**config.mk**
```make
export PLATFORM = sky130hd
export DESIGN_NAME = divider_iterative
export DESIGN_NICKNAME = d
export VERILOG_FILES = /design/src/rtl/divider_iterative_pkg.sv /design/src/rtl/divider_iterative_cla.sv /design/src/rtl/divider_iterative.sv
export SDC_FILE = /design/constraint.sdc
export NUM_CORES = 1
export LEC_CHECK = 0
export ABC_AREA = 1
export CORE_MARGIN = 3
export CORE_UTILIZATION = 62
export CTS_CLUSTER_SIZE = 28
export DETAILED_ROUTE_END_ITERATION = 8
export MAX_ROUTING_LAYER = met4
export PLACE_DENSITY = 0.85
export SLEW_MARGIN = 10
export SYNTH_ARGS = -nofsm -noshare
export SYNTH_HDL_FRONTEND = slang
export SYNTH_SLANG_ARGS = --single-unit
export TNS_END_PERCENT = 20
```
**constraint.sdc**
```tcl
create_clock -name clk -period 7.8 [get_ports clk]
set_clock_uncertainty 0.1 [all_clocks]
set_input_delay 0.78 -clock clk [delete_from_list [all_inputs] [get_ports clk]]
set_output_delay 0.78 -clock clk [all_outputs]
set_load 0.02 [all_outputs]
```
**src/rtl/divider_iterative_pkg.sv**
```systemverilog
`default_nettype none
// ---------------------------------------------------------------------------
// div_pkg : shared types, sizes and operand-magnitude helper for the divider
// rev 1.0
// ---------------------------------------------------------------------------
package div_pkg;

  localparam int DIV_WIDTH = 32;
  localparam int DIV_ITERS = 32;

  typedef enum logic [1:0] {
    IDLE = 2'd0,
    BUSY = 2'd1,
    DONE = 2'd2
  } div_state_t;

  // Magnitude of a two's-complement value; unsigned operands pass through.
  function automatic logic [DIV_WIDTH-1:0] div_mag(
    input logic [DIV_WIDTH-1:0] v,
    input logic                 is_signed
  );
    return (is_signed && v[DIV_WIDTH-1]) ? -v : v;
  endfunction

endpackage
`default_nettype wire

```
**src/rtl/divider_iterative_cla.sv**
```systemverilog
`default_nettype none
// ---------------------------------------------------------------------------
// cla : carry-lookahead adder, 4-bit groups with lookahead group carry-out
// rev 1.0
// ---------------------------------------------------------------------------
module cla #(
  parameter int WIDTH = 32
) (
  input  logic [WIDTH-1:0] a,
  input  logic [WIDTH-1:0] b,
  input  logic             cin,
  output logic [WIDTH-1:0] sum,
  output logic             cout
);

  localparam int C_GROUP = 4;

  logic [WIDTH-1:0] w_p;
  logic [WIDTH-1:0] w_g;
  logic [WIDTH:0]   w_c;

  always_comb begin
    logic gg;
    logic gp;
    w_p    = a ^ b;
    w_g    = a & b;
    w_c    = '0;
    w_c[0] = cin;
    for (int k = 0; k < WIDTH / C_GROUP; k++) begin
      gg = 1'b0;
      gp = 1'b1;
      for (int j = 0; j < C_GROUP; j++) begin
        gg = w_g[k*C_GROUP+j] | (w_p[k*C_GROUP+j] & gg);
        gp = gp & w_p[k*C_GROUP+j];
      end
      for (int j = 0; j < C_GROUP - 1; j++) begin
        w_c[k*C_GROUP+j+1] = w_g[k*C_GROUP+j] | (w_p[k*C_GROUP+j] & w_c[k*C_GROUP+j]);
      end
      w_c[(k+1)*C_GROUP] = gg | (gp & w_c[k*C_GROUP]);
    end
  end

  assign sum  = w_p ^ w_c[WIDTH-1:0];
  assign cout = w_c[WIDTH];

endmodule
`default_nettype wire

```
**src/rtl/divider_iterative.sv**
```systemverilog
`default_nettype none
// ---------------------------------------------------------------------------
// divider_iterative : 32-cycle restoring divider, RV32M DIV/DIVU/REM/REMU
// rev 1.0
// ---------------------------------------------------------------------------
module divider_iterative
  import div_pkg::*;
#(
  parameter int WIDTH = DIV_WIDTH
) (
  input  logic             clk,
  input  logic             rst_n,
  input  logic             in_valid,
  output logic             in_ready,
  input  logic [WIDTH-1:0] i_dividend,
  input  logic [WIDTH-1:0] i_divisor,
  input  logic             i_signed,
  output logic             out_valid,
  input  logic             out_ready,
  output logic [WIDTH-1:0] o_quotient,
  output logic [WIDTH-1:0] o_remainder
);

  localparam logic [4:0] C_LAST = 5'(DIV_ITERS - 1);

  div_state_t       r_state;
  logic [WIDTH-1:0] r_dvd;
  logic [WIDTH-1:0] r_dvs;
  logic [WIDTH-1:0] r_rem;
  logic [WIDTH-1:0] r_quot;
  logic [4:0]       r_count;
  logic             r_neg_q;
  logic             r_neg_r;
  logic             r_dvs_zero;
  logic             r_in_ready;
  logic             r_out_valid;
  logic [WIDTH-1:0] r_quotient;
  logic [WIDTH-1:0] r_remainder;

  logic [WIDTH-1:0] w_r_low;
  logic [WIDTH-1:0] w_diff;
  logic             w_cout;
  logic             w_ge;
  logic [WIDTH-1:0] w_rem_next;
  logic [WIDTH-1:0] w_quot_next;
  logic [WIDTH-1:0] w_q_fix;
  logic [WIDTH-1:0] w_r_fix;

  // Shifted remainder is 33 bits: r_rem's MSB sits above w_r_low.
  assign w_r_low = {r_rem[WIDTH-2:0], r_dvd[WIDTH-1]};

  cla #(
    .WIDTH (WIDTH)
  ) u_cla (
    .a    (w_r_low),
    .b    (~r_dvs),
    .cin  (1'b1),
    .sum  (w_diff),
    .cout (w_cout)
  );

  // No borrow out of the low word, or a set 33rd bit, means R >= divisor.
  assign w_ge        = r_rem[WIDTH-1] | w_cout;
  assign w_rem_next  = w_ge ? w_diff : w_r_low;
  assign w_quot_next = {r_quot[WIDTH-2:0], w_ge};

  // Zero divisor leaves |dividend| in the remainder, so only the quotient is forced.
  assign w_q_fix = r_dvs_zero ? '1 : (r_neg_q ? -w_quot_next : w_quot_next);
  assign w_r_fix = r_neg_r ? -w_rem_next : w_rem_next;

  always_ff @(posedge clk or negedge rst_n) begin
    if (!rst_n) begin
      r_state     <= IDLE;
      r_dvd       <= '0;
      r_dvs       <= '0;
      r_rem       <= '0;
      r_quot      <= '0;
      r_count     <= '0;
      r_neg_q     <= 1'b0;
      r_neg_r     <= 1'b0;
      r_dvs_zero  <= 1'b0;
      r_in_ready  <= 1'b1;
      r_out_valid <= 1'b0;
      r_quotient  <= '0;
      r_remainder <= '0;
    end else begin
      case (r_state)
        IDLE: begin
          if (in_valid) begin
            r_dvd      <= div_mag(i_dividend, i_signed);
            r_dvs      <= div_mag(i_divisor, i_signed);
            r_rem      <= '0;
            r_quot     <= '0;
            r_count    <= '0;
            r_neg_q    <= i_signed & (i_dividend[WIDTH-1] ^ i_divisor[WIDTH-1]);
            r_neg_r    <= i_signed & i_dividend[WIDTH-1];
            r_dvs_zero <= (i_divisor == '0);
            r_in_ready <= 1'b0;
            r_state    <= BUSY;
          end
        end
        BUSY: begin
          r_dvd   <= {r_dvd[WIDTH-2:0], 1'b0};
          r_rem   <= w_rem_next;
          r_quot  <= w_quot_next;
          r_count <= r_count + 5'd1;
          if (r_count == C_LAST) begin
            r_quotient  <= w_q_fix;
            r_remainder <= w_r_fix;
            r_out_valid <= 1'b1;
            r_state     <= DONE;
          end
        end
        DONE: begin
          if (out_ready) begin
            r_out_valid <= 1'b0;
            r_in_ready  <= 1'b1;
            r_state     <= IDLE;
          end
        end
        default: begin
          r_out_valid <= 1'b0;
          r_in_ready  <= 1'b1;
          r_state     <= IDLE;
        end
      endcase
    end
  end

  assign in_ready    = r_in_ready;
  assign out_valid   = r_out_valid;
  assign o_quotient  = r_quotient;
  assign o_remainder = r_remainder;

endmodule
`default_nettype wire
```
# After elaboration in Yosys (flattened, before gate mapping)
# Index checks and enable logic that the tools add are counted.
# W data, S select, Z words.
# totals
reg_bits,203
inputBits,69
wordCells,202
# op_classes
n_addsub,5
muxes,23
eq_ne,6
n_bitwise,144
n_reduce_logical,11
# op_table
op,n
$mux W32,8
$neg A32 Y32,4
$pmux W32 S2,2
$and A1 B1 Y1,80
$xor A32 B32 Y32,2
$pmux W31 S2,1
$or A1 B1 Y1,57
$and A32 B32 Y32,1
$logic_not A32 Y1,1
$not A32 Y32,1
$pmux W5 S2,1
$reduce_and A3 Y1,3
$mux W2,3
$ne A2 B2 Y1 const B,3
$pmux W1 S3,2
$pmux W2 S3,1
$reduce_and A2 Y1,3
$add A5 B1 Y5 const B,1
$eq A5 B5 Y1 const B,1
$mux W5,1
$mux W1,4
$eq A2 B1 Y1 const B,1
$eq A2 B2 Y1 const B,1
$logic_and A1 B1 Y1,2
other kinds (4),5

# Logic depth before layout (Yosys ltp)
# depth
depth_word,31
mapped_depth,41

# Hierarchy
# Synthesis repeated with hierarchy kept, for this count alone.
# unflattened
hier_cells,1722
hier_area_um2,12961.2
# modules_own_cells
mod,n_inst,area_each_um2,cells_per_inst,seq_area_each_um2
divider_iterative,1,11622.4,1583,5081.1
cla,1,1338.8,139,0.0

# Least setup slack after synthesis
# No wires, ideal clock.
# synth_path
path_kind,register to register
from,reg r_rem[28]
to,"reg r_quotient[28], in the netlist o_quotient[28]"
setup_ns,0.119
period_less_slack_ns,4.756
t_required_ns,7.581
stages_incl_launch_ff,28
arrival_time_ns,4.536
path_slack_ns,3.044
n_path_buf,1
path_cell_list,dfrtp_1 -> ha_1 -> nand2_1 -> inv_1 -> o21ai_0 -> a21oi_1 -> nor3_2 -> clkbuf_1 -> a21boi_1 -> ha_1 -> inv_1 -> nor3_1 -> inv_1 -> nor3_1 -> inv_1 -> nor3_2 -> inv_1 -> nor3_2 -> nand4_1 -> o21ai_2 -> inv_1 -> a21oi_1 -> inv_1 -> a21oi_1 -> o21ai_0 -> xor2_1 -> o22ai_1 -> inv_1
# synth_via
elab_chain_cells,12
# synth_rtl
element,line,rtl
"start, declared",divider_iterative.sv:29,logic [WIDTH-1:0] r_rem;
"start signal, assigned",divider_iterative.sv:104,r_rem <= w_rem_next;
$xor A32 B32 Y32,divider_iterative_cla.sv:25,w_p = a ^ b;
$and A1 B1 Y1,divider_iterative_cla.sv:33,gg = w_g[k*C_GROUP+j] | (w_p[k*C_GROUP+j] & gg);
$or A1 B1 Y1,divider_iterative_cla.sv:33,
$and A1 B1 Y1,divider_iterative_cla.sv:33,
$or A1 B1 Y1,divider_iterative_cla.sv:33,
$and A1 B1 Y1,divider_iterative_cla.sv:33,
$or A1 B1 Y1,divider_iterative_cla.sv:33,
$or A1 B1 Y1 *,divider_iterative_cla.sv:39,w_c[(k+1)*C_GROUP] = gg | (gp & w_c[k*C_GROUP]);
$or A1 B1 Y1 *,divider_iterative.sv:63,assign w_ge = r_rem[WIDTH-1] | w_cout;
$neg A32 Y32 *,divider_iterative.sv:68,assign w_q_fix = r_dvs_zero ? '1 : (r_neg_q ? -w_quot_next : w_quot_next);
$mux W32 * (2 in a row),divider_iterative.sv:68,
"end signal, assigned",divider_iterative.sv:108,r_quotient <= w_q_fix;
"end, declared",divider_iterative.sv:37,logic [WIDTH-1:0] r_quotient;
# Mark *: on every way between the ends. The rest lies on a longest branch, timed or not.
# A chain may end at the register's enable or synchronous reset.

# Worst setup path after layout
# layout_path
from,reg r_dvs[1]
to,"reg r_quotient[28], in the netlist o_quotient[28]"
# layout_via
elab_chain_cells,27
# layout_rtl
element,line,rtl
"start, declared",divider_iterative.sv:28,logic [WIDTH-1:0] r_dvs;
"start signal, assigned",divider_iterative.sv:91,"r_dvs <= div_mag(i_divisor, i_signed);"
$not A32 Y32 *,divider_iterative.sv:56,".b (~r_dvs),"
$xor A32 B32 Y32,divider_iterative_cla.sv:25,
$and A1 B1 Y1,divider_iterative_cla.sv:33,
$or A1 B1 Y1,divider_iterative_cla.sv:33,
$and A1 B1 Y1,divider_iterative_cla.sv:33,
$or A1 B1 Y1,divider_iterative_cla.sv:33,
$and A1 B1 Y1,divider_iterative_cla.sv:33,
$or A1 B1 Y1,divider_iterative_cla.sv:33,
[10 not listed],-,
$or A1 B1 Y1 *,divider_iterative_cla.sv:39,
$and A1 B1 Y1 *,divider_iterative_cla.sv:39,
$or A1 B1 Y1 *,divider_iterative_cla.sv:39,
$and A1 B1 Y1 *,divider_iterative_cla.sv:39,
$or A1 B1 Y1 *,divider_iterative_cla.sv:39,
$or A1 B1 Y1 *,divider_iterative.sv:63,
$neg A32 Y32 *,divider_iterative.sv:68,
$mux W32 * (2 in a row),divider_iterative.sv:68,
# Marked as above.

==> results.json <==
{
  "status": "completed",
  "globalRouteOverflowTotal": 0,
  "gp_congestion": 0.938,
  "maxCapViolations": 0,
  "cp_data_arrival_time_ps": 5790,
  "core.rowCount": 51,
  "synth_top_area_share_pct": 39.9,
  "clock-sinks": 203,
  "required_ps": 8070,
  "r2r_cells": 40,
  "n_antenna_cell": 0,
  "ant_nets": 0,
  "crit_slowest_cell": "a21boi_1",
  "yosys.area.top_type": "dfrtp_1",
  "syn_nets": 1714,
  "ctsHtreeMaxLevel": 1,
  "synth.distinct_cells": 54,
  "ys_ff_latch": 203,
  "insertion_delay_ps": 500,
  "cp-end-kind": "flop",
  "relSlewSlack_pct": 29.6,
  "fin_crit_sh_pct": 70.7,
  "final_max_slew_viol_count": 0,
  "vias_per_cell": 5.72,
  "core_um2": 19800,
  "ctsResizeCount": 0,
  "clk_pin_slew_worst_paths_ps": 60,
  "antenna_found_initial": 0,
  "syn-cell-area_um2": 12700,
  "numCtsBuffers": 21,
  "initial_core_util_pct": 64.0,
  "vias": 11243,
  "cts_buffer_depth": 3,
  "cts_tree": "done",
  "crit_path_frequent_cell": "nand2_2",
  "crit_fanout": 5,
  "syn_avg_cell_area_um2": 8.00,
  "syn_inst": 1583,
  "fin_crit_ps": 5520,
  "first_global_vias": 10781,
  "ys_seq_area_share_pct": 40.1,
  "fin_setup_tns_ps": 0,
  "timing_hold_violations_final": 0,
  "finalSetupViolCount": 0,
  "syn2layout_area_growth_pct": 16.9,
  "die_w_um": 149,
  "cp-start-kind": "flop",
  "yosys_warnings": 0,
  "root_buffer": "clkbuf_16",
  "fmax_mhz": 181,
  "totalWireLength_mm": 31.1,
  "drive_above_1_share_pct": 7.18,
  "critical_path.max_stage_delay_ps": 460,
  "drcViolationCount": 0,
  "grt_use_total_pct": 29.2,
  "io_buffer_count": 134,
  "first_pass_iters": 6,
  "grt_first_pass_wirelength_mm": 52.1,
  "routedWlPerCell_um": 15.8,
  "design.die.area_um2": 22200,
  "path_class": "flop to flop",
  "worst_slew_pin_slew_ps": 1060,
  "r2r_slack_ps": 2280,
  "hold_buffers": 0,
  "grt_max_degree": 137,
  "io-pin-count": 135,
  "hp-class": "input pin to asynchronous set/reset pin",
  "multi_input_area_um2": 6480,
  "ys_top_cells_by_area": "dfrtp_1 40%, nand2_1 9.7%, inv_1 6.2%",
  "rsz0062_at_grt": "false",
  "fillers": 1476,
  "die_h_um": 149,
  "seq_area_um2": 5080,
  "dpl.hpwl_mm": 22.1,
  "cts_setup_buffers": 0,
  "drtIter0Drc": 998,
  "finalNetCount": 1816
}
[flip-flops by register name, indices dropped and copies added (netlist names)]
signal / cells
in_ready: 1
o_quotient: 32
o_remainder: 32
out_valid: 1
r_count: 5
r_dvd: 32
r_dvs: 32
r_dvs_zero: 1
r_neg_q: 1
r_neg_r: 1
r_quot: 31
r_rem: 32
r_state: 2
[routing by layer]
metal,wire [um],GRT usage (%),up-vias
li1,-,-,5421
met1,13500,41.8,5289
met2,14300,45.4,484
met3,2730,3.68,49
met4,527,6.54,0
met5,0,-,-
[critical path, delay by kind of cell (launching register included)]
family                     cells  cell delay, ps
adders and majority gates      2             510
xor gates and xnor gates       1             170
and+or+nand+nor               23            2210
DFF                            1             360
buffers and inverters          8             660
AOI/OAI and AO/OA              6            1380
[synthesized netlist by cell type, drive strengths merged]
library cell	number
a21boi	1
inv	212
nand2	362
o22ai	75
nor2	121
buf	19
o22a	4
fa	23
nand3b	2
nand4	14
nor3b	3
o32a	4
o221ai	1
o31ai	2
xnor2	37
nor4	8
o41ai	1
o211ai	1
a22o	2
ha	39
a21bo	1
clkbuf	44
o21ai	144
or4	2
nor3	30
clkinv	2
a32oi	1
xor2	54
and3	5
o21a	4
a22oi	30
a21oi	41
dfstp	1
a2bb2oi	2
or2	4
dfrtp	202
o21bai	2
nand3	83
[cell type report]
type,count,share of cell area [%]
clock buffers,26,3.95
multi-input cells,1103,43.8
repair buffers,142,9.49
clock inverters,12,0.828
well taps,265,2.24
inverters,214,5.42
flip-flops and latches,203,34.3
[cells in the final DEF, fill, tap and decap left out, types with 35 or more instances in the layout]
master / Yosys / final
a21oi_1: 40 / 40
nand3_1: 81 / 81
xor2_1: 54 / 54
o21ai_0: 113 / 113
inv_1: 209 / 209
o22ai_1: 75 / 75
nand2_1: 326 / 324
dfrtp_1: 202 / 202
clkdlybuf4s50_1: 0 / 133
xnor2_1: 37 / 37
ha_1: 39 / 39
nor2_1: 115 / 114
nand2_2: 33 / 35
[kinds of logic after synthesis]
group,synth area share [%]
and+or+nand+nor,22.1
DFF,40.1
xor gates and xnor gates,6.29
adders and majority gates,7.49
AOI/OAI and AO/OA,15.2
buffers and inverters,8.79
[stage by stage]
| stage | util (%) | std cells | hold WS [ps] | instance area, um^2 | setup WS, ps |
|---|---|---|---|---|---|
| finish | 74.9 | 1965 | 348 | 14800 | 2280 |
| global route | 74.9 | 1965 | 406 | 14800 | 1740 |
| CTS | 74.9 | 1965 | 382 | 14800 | 2370 |
| detailed placement | 71.3 | 1927 | 365 | 14100 | 2440 |
| global placement | 71.3 | 1927 | 364 | 14100 | 2660 |
| floorplan | - | 1583 | 344 | 12700 | 3040 |
[final timing paths]
kind	from	endpoint
worst max-delay path	r_dvs[1]	o_quotient[28]
worst min-delay path	rst_n	o_quotient[15]
worst max register to register	r_dvs[1]	o_quotient[28]
worst min register to register	o_remainder[27]	o_remainder[27]
max in group asynchronous	rst_n	r_dvs[14]
min in group clk	o_remainder[27]	o_remainder[27]
Power is left out: the tool's default activity adds up to more than one toggle a clock period on the data nets, which glitch-free logic cannot reach.
